<file path="src/rtl/seq_gen.sv">
`default_nettype none
// ============================================================================
// seq_gen : serial pattern generator, MSB-first with repeat count and idle gap
// Rev 1.0 : initial release
// ============================================================================
module seq_gen #(
    parameter int PAT_W = 4,
    parameter int CNT_W = 8,
    parameter int GAP_W = 4
) (
    input  logic             clock,
    input  logic             reset,
    input  logic             start,
    input  logic             abort,
    input  logic [PAT_W-1:0] pattern,
    input  logic [CNT_W-1:0] repeat_n,
    input  logic [GAP_W-1:0] gap_len,
    output logic             seq_out,
    output logic             valid_o,
    output logic             busy,
    output logic             done
);

    localparam int BC_W = (PAT_W > 1) ? $clog2(PAT_W) : 1;

    typedef enum logic [1:0] {
        IDLE  = 2'd0,
        SHIFT = 2'd1,
        GAP   = 2'd2,
        DONE  = 2'd3
    } state_t;

    state_t           state_q, state_d;
    logic [PAT_W-1:0] pat_q, pat_d;
    logic [PAT_W-1:0] shreg_q, shreg_d;
    logic [CNT_W-1:0] rep_cnt_q, rep_cnt_d;
    logic [GAP_W-1:0] gap_reg_q, gap_reg_d;
    logic [GAP_W-1:0] gap_cnt_q, gap_cnt_d;
    logic [BC_W-1:0]  bit_cnt_q, bit_cnt_d;
    logic             seq_out_q, seq_out_d;
    logic             valid_q, valid_d;
    logic             busy_q, busy_d;
    logic             done_q, done_d;

    always_ff @(posedge clock or posedge reset) begin
        if (reset) begin
            state_q   <= IDLE;
            pat_q     <= '0;
            shreg_q   <= '0;
            rep_cnt_q <= '0;
            gap_reg_q <= '0;
            gap_cnt_q <= '0;
            bit_cnt_q <= '0;
            seq_out_q <= 1'b0;
            valid_q   <= 1'b0;
            busy_q    <= 1'b0;
            done_q    <= 1'b0;
        end else begin
            state_q   <= state_d;
            pat_q     <= pat_d;
            shreg_q   <= shreg_d;
            rep_cnt_q <= rep_cnt_d;
            gap_reg_q <= gap_reg_d;
            gap_cnt_q <= gap_cnt_d;
            bit_cnt_q <= bit_cnt_d;
            seq_out_q <= seq_out_d;
            valid_q   <= valid_d;
            busy_q    <= busy_d;
            done_q    <= done_d;
        end
    end

    // Outputs are the registered image of the current state, one edge behind it.
    always_comb begin
        state_d   = state_q;
        pat_d     = pat_q;
        shreg_d   = shreg_q;
        rep_cnt_d = rep_cnt_q;
        gap_reg_d = gap_reg_q;
        gap_cnt_d = gap_cnt_q;
        bit_cnt_d = bit_cnt_q;
        seq_out_d = 1'b0;
        valid_d   = 1'b0;
        busy_d    = 1'b0;
        done_d    = 1'b0;

        if (abort) begin
            state_d   = IDLE;
            bit_cnt_d = '0;
            gap_cnt_d = '0;
        end else begin
            case (state_q)
                IDLE: begin
                    if (start && (repeat_n != '0)) begin
                        pat_d     = pattern;
                        shreg_d   = pattern;
                        rep_cnt_d = repeat_n;
                        gap_reg_d = gap_len;
                        bit_cnt_d = '0;
                        gap_cnt_d = '0;
                        state_d   = SHIFT;
                    end
                end
                SHIFT: begin
                    seq_out_d = shreg_q[PAT_W-1];
                    valid_d   = 1'b1;
                    busy_d    = 1'b1;
                    shreg_d   = {shreg_q[PAT_W-2:0], 1'b0};
                    bit_cnt_d = bit_cnt_q + BC_W'(1);
                    if (bit_cnt_q == BC_W'(PAT_W - 1)) begin
                        bit_cnt_d = '0;
                        if (rep_cnt_q > CNT_W'(1)) begin
                            rep_cnt_d = rep_cnt_q - CNT_W'(1);
                            shreg_d   = pat_q;
                            state_d   = (gap_reg_q != '0) ? GAP : SHIFT;
                        end else begin
                            rep_cnt_d = '0;
                            state_d   = DONE;
                        end
                    end
                end
                GAP: begin
                    busy_d = 1'b1;
                    if (gap_cnt_q == gap_reg_q - GAP_W'(1)) begin
                        gap_cnt_d = '0;
                        state_d   = SHIFT;
                    end else begin
                        gap_cnt_d = gap_cnt_q + GAP_W'(1);
                    end
                end
                DONE: begin
                    done_d  = 1'b1;
                    state_d = IDLE;
                end
                default: state_d = IDLE;
            endcase
        end
    end

    assign seq_out = seq_out_q;
    assign valid_o = valid_q;
    assign busy    = busy_q;
    assign done    = done_q;

endmodule
`default_nettype wire

</file>
<file path="config.mk">
export PLATFORM = sky130hd
export DESIGN_NAME = seq_gen
export DESIGN_NICKNAME = d
export VERILOG_FILES = /design/src/rtl/seq_gen.sv
export SDC_FILE = /design/constraint.sdc
export NUM_CORES = 1
export LEC_CHECK = 0
export ABC_AREA = 1
export ABC_CLOCK_PERIOD_IN_PS = 1700
export BUFFER_PORTS_ARGS = -buffer_cell sky130_fd_sc_hd__buf_2
export CORE_ASPECT_RATIO = 0.9
export CORE_MARGIN = 2
export CORE_UTILIZATION = 44
export CTS_BUF_LIST = sky130_fd_sc_hd__clkbuf_2
export DETAILED_ROUTE_END_ITERATION = 12
export SYNTH_ARGS = -nofsm -noshare
export SYNTH_HDL_FRONTEND = slang
export SYNTH_SLANG_ARGS = --single-unit
export TNS_END_PERCENT = 5
</file>
<file path="constraint.sdc">
create_clock -name clock -period 1.7 [get_ports clock]
set_input_delay 0.17 -clock clock [delete_from_list [all_inputs] [get_ports clock]]
set_output_delay 0.17 -clock clock [all_outputs]
set_load 0.03 [all_outputs]
</file>
==> metrics.yaml <==
worst_setup_path:
  critical-path-slowest-cell: "dfrtp_1"
  cp_cell_sequence: "inv_1, ha_4, nand2_1, inv_1, nor2_1, nand2_1, nor2_1, nand2_1, nand2_2, nand2_1, nand2_1, nand2_1"
  cp_max_fo: 5
  crit_family: "simple AND/OR/NAND/NOR gates"
  required_ns: 1.97
  crit_top_cell: "nand2_1"
  worstReg2RegStart: "gap_reg_q[0]"
  startpoint: "gap_reg_q[0]"
  r2r-end: "state_q[0]"
  crit_end: "state_q[0]"
  arrival_ns: 1.80
  critPathMaxStageDelay_ns: 0.43
  start_kind: "flip-flop"
  worstSetupPathType: "flip-flop to flip-flop"
  cp-end-kind: "flip-flop"
  crit_cells: 12
  worstRegToRegCells: 12
  ff2ff_setup_slack_ns: 0.17
  path_buf_inv: 2
placed_design:
  portBuffers: 23
  gp_congestion: 0.883
  dp_hpwl_um: 3190
synth:
  syn_nets: 324
  synth_cell_types: 30
  ys_seq_area_frac: 0.388
  synthTopCellsByArea: "dfrtp_1 (39%), nand2_1 (19%), inv_1 (7.3%)"
  synthesis.area_um2: 2060
  yosysTopAreaCell: "dfrtp_1"
  synth_seq_cells: 32
  yosys_warnings: 0
  synthCells: 294
  avgSynthCellArea_um2: 7.02
  yosysTopAreaCellShare: 0.388
clock_network:
  cts_tree: "built"
  cts.sinks: 32
  cts.htree.levels: 2
  clkSlewWorstSetupHoldPaths_ns: 0.16
  worst_skew_pair.late_latency_ns: 0.36
  cts.path.max_buffers: 2
  cts_buffers: 5
  cts-root-buf: "clkbuf_2"
floorplanning:
  ios: 24
  die_h_um: 69.0
  core_area_um2: 4490
  die_w_um: 76.2
  rows: 23
  dieArea_um2: 5250
  initial_core_util: 0.460
grt:
  grt.total_usage: 0.178
  grt_antenna_before_repair: 0
  grt_pass1_wl_um: 7270
  grt_pass1_vias: 1581
  grt_max_degree: 33
  grt.overflow.total: 0
sta:
  fmax_mhz: 654
  holdWs_ns: 0.0578
  slew_viol_final: 0
  setup_viol: 0
  tightest_slew_ns: 0.409
  rsz0062_at_grt: "false"
  hold_viol: 0
  fin_crit_sh: 0.899
  relSlewSlack: 0.727
  finalClockSkew_ns: 0.0133
  period_minus_slack_ns: 1.53
  tns_ns: 0
layout:
  area_growth_pct: 13.9
  nets: 358
  multiInputGateArea_um2: 1080
  drive_gt1_frac: 0.191
  diodes: 0
  fillCellCount: 458
  layout_commonest_cell: "nand2_1"
  regArea_um2: 801
  final_cell_mix: "nand2_1 (106), inv_1 (39), dfrtp_1 (32), nor2_1 (28), buf_2 (23)"
power:
  power.density_nw_per_um2: 1540
  peakVddDrop_mv: 0.736
  finalPower_mw: 3.62
  p_leak_nw: 1.35
detailed_routing:
  detail_route.wl_per_cell_um: 10.8
  drc: 0
  drtAntennaViolNets: 0
  firstDrtPassIters: 4
  dr.first_iter.drc_count: 119
  drt-total-wl_um: 4230
  via_per_inst: 4.58
  num_vias: 1791
min_path:
  hp-class: "primary input to flip-flop"
  holdPathStages: 3
flow_run:
  max_cap_viol_count: 0
status:
  status: "finished, final reports clean"
-- synthesized netlist by cell type --
library cell  count
nand3_1          22
nor2_1           28
inv_2             6
xor2_1            3
buf_2             1
a21oi_2           1
nand3_4           1
nand2_4           2
nand4_4           1
clkbuf_1          1
nor2_2            3
o21ai_0           2
o22ai_1           6
xnor2_1           1
nand4_1           2
dfrtp_1          32
inv_4             1
nand2_2           4
o21ai_1           1
nor3_1            2
o21ai_2           1
buf_4             1
o21a_1            1
nand3_2           1
nand3b_1          1
nand2_1         106
buf_6             1
a21oi_1          12
ha_1             10
inv_1            40
-- layout make-up --
cell class	instances	area share
multi-input cells	211	0.458
flip-flops and latches	32	0.341
inverters	47	0.0761
repair buffers	31	0.0756
well taps	62	0.0330
clock buffers	7	0.0149
clock inverters	1	0.00160
-- cells by family (layout without fill, tap and decap cells) --
logic type | Yosys count | count (layout) | synth area share
compound gates | 24 | 24 | 0.0667
xor+xnor | 4 | 4 | 0.0170
fa+ha+maj | 10 | 10 | 0.0606
buf+inv | 51 | 86 | 0.100
flops | 32 | 32 | 0.388
simple gates | 173 | 173 | 0.367
-- state kept, by name, summed over array words and instances, names as in the netlist --
name / cells
bit_cnt_q: 2
pat_q: 4
rep_cnt_q: 8
done: 1
valid_o: 1
shreg_q: 4
seq_out: 1
state_q: 2
busy: 1
gap_cnt_q: 4
gap_reg_q: 4
-- metrics by stage --
stage,utilization,cells,cell area [µm²],setup WS [ns]
3_3_place_gp,0.505,380,2270,0.106
3_5_place_dp,0.505,380,2270,0.129
4_1_cts,0.516,389,2310,0.121
5_1_grt,0.523,391,2350,0.0177
2_1_floorplan,-,294,2060,0.252
6_report,0.523,391,2350,0.172
-- where the power goes --
part,total (mW),switching (mW),leakage [nW],internal [mW]
clock,0.362,0.252,0.0306,0.110
combinational,2.03,1.25,0.912,0.782
sequential,1.23,0.193,0.403,1.04
-- how the worst min path moves through the flow --
stage	start	to	slack (ns)
floorplan	reset	bit_cnt_q[0]	0.29
global placement	reset	seq_out	0.28
detailed placement	reset	rep_cnt_q[7]	0.28
CTS	gap_len[3]	gap_reg_q[3]	0.04
global route	gap_len[2]	gap_reg_q[2]	0.03
finish	gap_len[1]	gap_reg_q[1]	0.06
-- tightest hold or removal path: stages --
cell     delay, ns
buf_2         0.07
nor2_1        0.03
a21oi_1       0.09
-- repair_timing --
item                       CTS  global route
buffers inserted             0             2
hold buffers                 1             0
resized for setup            0             5
setup endpoints to repair    0             9
hold endpoints to repair    32             0
-- metal layers --
layer / wire length (µm) / vias to the layer above / track usage / share of wire
li1: - / 979 / - / -
met3: 158 / 4 / 0.0365 / 0.037
met2: 1650 / 35 / 0.251 / 0.39
met5: 0 / - / 0 / 0
met1: 2390 / 773 / 0.270 / 0.57
met4: 28 / 0 / 0.0568 / 0.0066
Note: power is estimated with default switching activity, not from simulation.
